==> src/rtl/uart_tx_arbiter_if.sv <==
// Bundle between the byte sources / UART and the shared-transmitter arbiter.
// master = sources plus UART side, slave = arbiter.
interface uart_tx_arbiter_if #(
   parameter int unsigned NREQ = 3
);
   logic [NREQ-1:0]   req;
   logic [NREQ-1:0]   txen;
   logic [8*NREQ-1:0] chars;
   logic [NREQ-1:0]   gnt;
   logic [NREQ-1:0]   busy;
   logic              uart_txen;
   logic [7:0]        uart_char;
   logic              uart_busy;
   logic              timeout;
   logic              drop;

   modport master (
      output req, txen, chars, uart_busy,
      input  gnt, busy, uart_txen, uart_char, timeout, drop
   );

   modport slave (
      input  req, txen, chars, uart_busy,
      output gnt, busy, uart_txen, uart_char, timeout, drop
   );
endinterface

==> src/rtl/uart_tx_arbiter.sv <==
// Round-robin, packet-locked sharing of one UART transmitter between NREQ sources,
// with an owner-stall watchdog that revokes the grant.
module uart_tx_arbiter #(
   parameter int unsigned NREQ    = 3,
   parameter int unsigned TIMEOUT = 65535
) (
   input  logic             clk_i,
   input  logic             rst_i,
   uart_tx_arbiter_if.slave bus_io
);
   localparam int unsigned    IdxW   = (NREQ > 1) ? $clog2(NREQ) : 1;
   localparam int unsigned    WdW    = $clog2(TIMEOUT + 1);
   localparam logic [WdW-1:0] WdLast = WdW'(TIMEOUT - 1);
   localparam logic [WdW-1:0] WdMax  = {WdW{1'b1}};

   typedef enum logic [1:0] {StIdle, StGrant, StDrain} state_e;

   state_e          state_q, state_d;
   logic [NREQ-1:0] gnt_q, gnt_d;
   logic [IdxW-1:0] ptr_q, ptr_d;
   logic            pend_q, pend_d;
   logic [WdW-1:0]  wdog_q, wdog_d;
   logic            uart_txen_q, uart_txen_d;
   logic [7:0]      uart_char_q, uart_char_d;
   logic            timeout_q, timeout_d;
   logic            drop_q, drop_d;

   logic [NREQ-1:0] req;
   logic [NREQ-1:0] txen;
   logic [NREQ-1:0] busy;
   logic            uart_busy;
   logic [7:0]      owner_char;
   logic            owner_txen;
   logic            fwd;
   logic            pick_vld;
   logic [IdxW-1:0] pick_idx;

   assign req        = bus_io.req;
   assign txen       = bus_io.txen;
   assign uart_busy  = bus_io.uart_busy;
   assign busy       = ~gnt_q | {NREQ{pend_q | uart_busy}};
   assign owner_char = bus_io.chars[8*32'(ptr_q) +: 8];
   assign owner_txen = txen[ptr_q];
   assign fwd        = (state_q == StGrant) && owner_txen && !busy[ptr_q];

   // Rotating scan starting just after the last owner gives round-robin fairness.
   always_comb begin
      int unsigned cand;
      cand     = 0;
      pick_vld = 1'b0;
      pick_idx = ptr_q;
      for (int unsigned i = 1; i <= NREQ; i++) begin
         cand = (32'(ptr_q) + i) % NREQ;
         if (!pick_vld && req[IdxW'(cand)]) begin
            pick_vld = 1'b1;
            pick_idx = IdxW'(cand);
         end
      end
   end

   always_comb begin
      state_d     = state_q;
      gnt_d       = gnt_q;
      ptr_d       = ptr_q;
      pend_d      = pend_q;
      wdog_d      = wdog_q;
      uart_txen_d = 1'b0;
      uart_char_d = uart_char_q;
      timeout_d   = 1'b0;
      drop_d      = |(txen & ~(fwd ? gnt_q : '0));

      // pend bridges the gap until the UART raises its own busy.
      if (fwd) begin
         pend_d = 1'b1;
      end else if (uart_busy) begin
         pend_d = 1'b0;
      end

      case (state_q)
         StIdle: begin
            if (pick_vld) begin
               gnt_d   = {{(NREQ-1){1'b0}}, 1'b1} << pick_idx;
               ptr_d   = pick_idx;
               wdog_d  = '0;
               state_d = StGrant;
            end
         end
         StGrant: begin
            if (fwd) begin
               uart_txen_d = 1'b1;
               uart_char_d = owner_char;
               wdog_d      = '0;
            end else if (wdog_q != WdMax) begin
               wdog_d = wdog_q + WdW'(1);
            end
            if (!req[ptr_q]) begin
               gnt_d   = '0;
               state_d = StDrain;
            end else if (wdog_q == WdLast && !owner_txen) begin
               timeout_d = 1'b1;
               gnt_d     = '0;
               state_d   = StDrain;
            end
         end
         StDrain: begin
            if (!pend_q && !uart_busy) begin
               state_d = StIdle;
            end
         end
         default: state_d = StIdle;
      endcase
   end

   always_ff @(posedge clk_i or posedge rst_i) begin
      if (rst_i) begin
         state_q     <= StIdle;
         gnt_q       <= '0;
         ptr_q       <= IdxW'(NREQ - 1);
         pend_q      <= 1'b0;
         wdog_q      <= '0;
         uart_txen_q <= 1'b0;
         uart_char_q <= '0;
         timeout_q   <= 1'b0;
         drop_q      <= 1'b0;
      end else begin
         state_q     <= state_d;
         gnt_q       <= gnt_d;
         ptr_q       <= ptr_d;
         pend_q      <= pend_d;
         wdog_q      <= wdog_d;
         uart_txen_q <= uart_txen_d;
         uart_char_q <= uart_char_d;
         timeout_q   <= timeout_d;
         drop_q      <= drop_d;
      end
   end

   assign bus_io.gnt       = gnt_q;
   assign bus_io.busy      = busy;
   assign bus_io.uart_txen = uart_txen_q;
   assign bus_io.uart_char = uart_char_q;
   assign bus_io.timeout   = timeout_q;
   assign bus_io.drop      = drop_q;
endmodule

==> src/flat_wrapper.sv <==
// flat-port wrapper written by rule: the top's interface ports become plain ports
module uart_tx_arbiter_flat 
#(
   parameter int unsigned NREQ    = 3,
   parameter int unsigned TIMEOUT = 65535
)
  (clk_i, rst_i, bus_io_req, bus_io_txen, bus_io_chars, bus_io_uart_busy, bus_io_gnt, bus_io_busy, bus_io_uart_txen, bus_io_uart_char, bus_io_timeout, bus_io_drop);
  uart_tx_arbiter_if #(.NREQ(NREQ)) bus_io_i ();
  input  logic clk_i;
  input  logic rst_i;
  input wire logic [$bits(bus_io_i.req)-1:0] bus_io_req;
  input wire logic [$bits(bus_io_i.txen)-1:0] bus_io_txen;
  input wire logic [$bits(bus_io_i.chars)-1:0] bus_io_chars;
  input wire logic [$bits(bus_io_i.uart_busy)-1:0] bus_io_uart_busy;
  output wire logic [$bits(bus_io_i.gnt)-1:0] bus_io_gnt;
  output wire logic [$bits(bus_io_i.busy)-1:0] bus_io_busy;
  output wire logic [$bits(bus_io_i.uart_txen)-1:0] bus_io_uart_txen;
  output wire logic [$bits(bus_io_i.uart_char)-1:0] bus_io_uart_char;
  output wire logic [$bits(bus_io_i.timeout)-1:0] bus_io_timeout;
  output wire logic [$bits(bus_io_i.drop)-1:0] bus_io_drop;
  assign bus_io_i.req = bus_io_req;
  assign bus_io_i.txen = bus_io_txen;
  assign bus_io_i.chars = bus_io_chars;
  assign bus_io_i.uart_busy = bus_io_uart_busy;
  assign bus_io_gnt = bus_io_i.gnt;
  assign bus_io_busy = bus_io_i.busy;
  assign bus_io_uart_txen = bus_io_i.uart_txen;
  assign bus_io_uart_char = bus_io_i.uart_char;
  assign bus_io_timeout = bus_io_i.timeout;
  assign bus_io_drop = bus_io_i.drop;
  uart_tx_arbiter #(.NREQ(NREQ), .TIMEOUT(TIMEOUT)) u_core (.clk_i(clk_i), .rst_i(rst_i), .bus_io(bus_io_i));
endmodule
==> config.mk <==
export PLATFORM = sky130hd
export DESIGN_NAME = uart_tx_arbiter_flat
export DESIGN_NICKNAME = d
export VERILOG_FILES = /design/src/rtl/uart_tx_arbiter_if.sv /design/src/rtl/uart_tx_arbiter.sv /design/src/flat_wrapper.sv
export SDC_FILE = /design/constraint.sdc
export NUM_CORES = 1
export LEC_CHECK = 0
export ABC_CLOCK_PERIOD_IN_PS = 3150
export BUFFER_PORTS_ARGS = -buffer_cell sky130_fd_sc_hd__buf_2
export CAP_MARGIN = 20
export CORE_MARGIN = 10
export CORE_UTILIZATION = 55
export CTS_CLUSTER_DIAMETER = 30
export DETAILED_ROUTE_END_ITERATION = 8
export PLACE_DENSITY = 0.82
export SKIP_CTS_REPAIR_TIMING = 1
export SYNTH_ARGS = -nofsm -noshare
export SYNTH_HDL_FRONTEND = slang
export SYNTH_SLANG_ARGS = --single-unit
==> constraint.sdc <==
create_clock -name clk_i -period 3.15 [get_ports clk_i]
set_clock_uncertainty 0.1 [all_clocks]
set_input_delay 0.1575 -clock clk_i [delete_from_list [all_inputs] [get_ports clk_i]]
set_output_delay 0.1575 -clock clk_i [all_outputs]
set_load 0.02 [all_outputs]
==> impl_results.md <==
* Peak VDD IR at 0.0004183 V
* Worst-Skew Late Latency at 0.29 ns
* Via count at 2,166
* M3 GR Usage at 5.449%
* CP Capture Type: register
* Layout Area Growth over Synthesis at 16.41%
* Total chip power at 1.990 mW
* Yosys warning count at 0
* ANT cells at 0
* 1st-pass router iterations at 4
* Tcrit/Tclk final at 80.67%
* Global-route wire length before repair at 9.715 mm
* Rel. slew slack at 60.69%
* Die area at 7210 um^2
* Critical Path RT at 3.21 ns
* Top cells by area, synth: dfrtp_1 (37%), mux2i_1 (4.8%), o21ai_0 (4.1%), nand2_1 (3.6%), a211o_1 (3.4%)
* Core area at 4029 um^2
* Root Driver: clkbuf_8
* Worst-Margin Slew at 0.5895 ns
* Most common flop cell mapped by yosys: dfrtp_1
* Failing checks: negative hold slack
* WL/cell at 15.59 um
* PwrDens at 737.8 nW/um^2
* Unrepaired setup endpoints after global routing: false
* Minimum clock period at 2.541 ns
* GR peak layer: met2
* Number of buffers created by CTS at 5
* Hold Path Depth at 2
* Syn Nets at 300
* Post-route setup slack at 0.6088 ns
* Die H at 84.91 um
* Async SR Flop Fraction at 100.0%
* Final Hold Slack at -0.009125 ns
* Detail Route Antenna Nets at 0
* Nets at 352
* Max-capacitance violation count at 0
* Setup violators final at 0
* FF+latch count, synth at 35
* Largest stage delay on the critical path at 0.61 ns
* Leakage at 1.277 nW
* Crit path DAT at 2.60 ns
* Die width at 84.91 um
* HPWL Detailed at 4.395 mm
* R2R cell count at 7
* Place WS at 0.6338 ns
* Design Area, Final at 2698 um^2
* Run status: finished, violations left
* Remaining DRCs at 0
* Max Freq at 393.5 MHz
* Global route overflow at 0
* EDFF count, synth at 0
* Syn Std Cell Area at 2317 um^2
* Largest net degree at the start of global routing at 36
* Initial core utilization at 57.52%
* Cells after Synth at 261
* Routed wire length at 5.676 mm
* Number of DRC violations after detailed-routing iteration 0 at 135
* Yosys top cell area share at 36.72%
* Final hold viol count at 1
* Routing usage on met1 at 17.93%
* Fill cell count at 342
* CTS clock-pin slew for the worst setup and hold paths at 0.07 ns
* IO Count at 50
* Most common cell after layout, fill and taps aside: buf_2
* GRT Overall Usage at 15.67%
* # rows at 23
* Via-to-Cell Ratio at 5.951
* Met2 Resource Use GR at 26.29%
* Syn_area_per_cell at 8.878 um^2
* CTS tree: yes
* Antenna violations before repair at 0
* Worst hold path class: input pin to register
* Slowest cell on the critical path: dfstp_2
* Most frequent cells in the layout: buf_2 (49), dfrtp_1 (34), nand2_1 (22)
* Worst Setup Start Kind: register
* Bufs on Longest Clock Path at 2
* CP max FO at 12
* Critical path cell sequence: buf_4 > ha_1 > nand2_1 > a211o_1 > and2_2 > o311ai_1 > o22ai_1
* Top cell type by total area after synthesis: dfrtp_1
* Slew Viols, Final at 0
* Vias in the first global route at 2,194
* Register area share after synthesis at 37.85%
* Synth cell types at 57
* Layout cells sized above 1 at 24.52%
* Htree depth at 2
* Final Wtd Congestion at 0.8340
* Post-DP Area at 2604 um^2
* Setup TNS at 0 ns
* Number of port buffers at 49
* Clock Sinks at 35
* Type of the worst setup path: register to register
state kept, by name, indices dropped and copies added, names as in the netlist, 2 cells and up:
signal and flops:
u_core.bus_io.uart_char 8, u_core.bus_io.gnt 3, u_core.wdog_q 16, u_core.ptr_q 2
u_core.state_q 2
worst max-delay path: cells and delay by family (launching register included):
family | cells | cell delay (ns)
DFF | 1 | 0.61
buffers and inverters | 1 | 0.24
and+or+nand+nor | 2 | 0.34
AOI/OAI and AO/OA | 3 | 0.86
adders and majority gates | 1 | 0.26
path summary, 6_finish.rpt:
kind / from / endpoint / slack, ns
max in group asynchronous: rst_i / u_core.ptr_q[1] / 2.20
setup / recovery: u_core.ptr_q[1] / u_core.bus_io.gnt[2] / 0.61
setup reg to reg: u_core.ptr_q[1] / u_core.bus_io.gnt[2] / 0.61
hold / removal: bus_io_uart_busy / u_core.pend_q / -0.009
hold reg to reg: u_core.bus_io.uart_char[3] / u_core.bus_io.uart_char[3] / 0.38
min in group asynchronous: rst_i / u_core.bus_io.uart_txen / 0.41
layout make-up:
type	instances	area (um^2)	share of cell area, %
sequential	35	877.1	32.51
timing repair buffer	57	307.8	11.41
inverter	17	63.81	2.365
multi-input combinational	197	1303	48.28
clock inverter	3	15.01	0.5566
clock buffer	5	68.82	2.551
tap	50	62.56	2.319
synthesized netlist by cell type, drive strengths merged (2+ instances only):
cell type,count
nand2,22
o211ai,5
nand2b,2
o32ai,2
o2bb2ai,2
nor2,20
mux2i,11
o21ai,24
a211oi,5
o22ai,2
or3,5
o211a,3
ha,6
buf,8
nor3,10
and3,7
o31ai,2
and4,4
nor4,2
a211o,9
a21oi,12
nand3b,3
a22o,2
inv,17
nor2b,4
dfrtp,34
nand4,6
nand3,9
clkbuf,4
stage by stage:
step                instances  util (%)
floorplan                 261         -
global placement          355     64.63
detailed placement        355     64.63
CTS                       363     66.71
global route              364     66.96
finish                    364     66.96
kinds of logic (layout without fill, tap and decap cells):
logic type	Yosys count	count (layout)	synth area share, %
muxes	12	12	5.238
buffers and inverters	29	82	5.939
adders and majority gates	6	6	3.240
and+or+nand+nor	100	100	23.16
AOI/OAI and AO/OA	79	79	24.57
DFF	35	35	37.85
report_power, final:
group / internal (mW) / total (mW) / switching, mW
Clock: 0.151 / 0.316 / 0.164
Sequential: 0.553 / 0.665 / 0.112
Combinational: 0.392 / 1.01 / 0.618
layer usage:
metal / part of all wire, % / up-vias
met5: 0 / -
met4: 2.2 / 0
met3: 6.4 / 12
met2: 47 / 74
met1: 44 / 1007
li1: - / 1073
(Power assumes the default switching activity.)
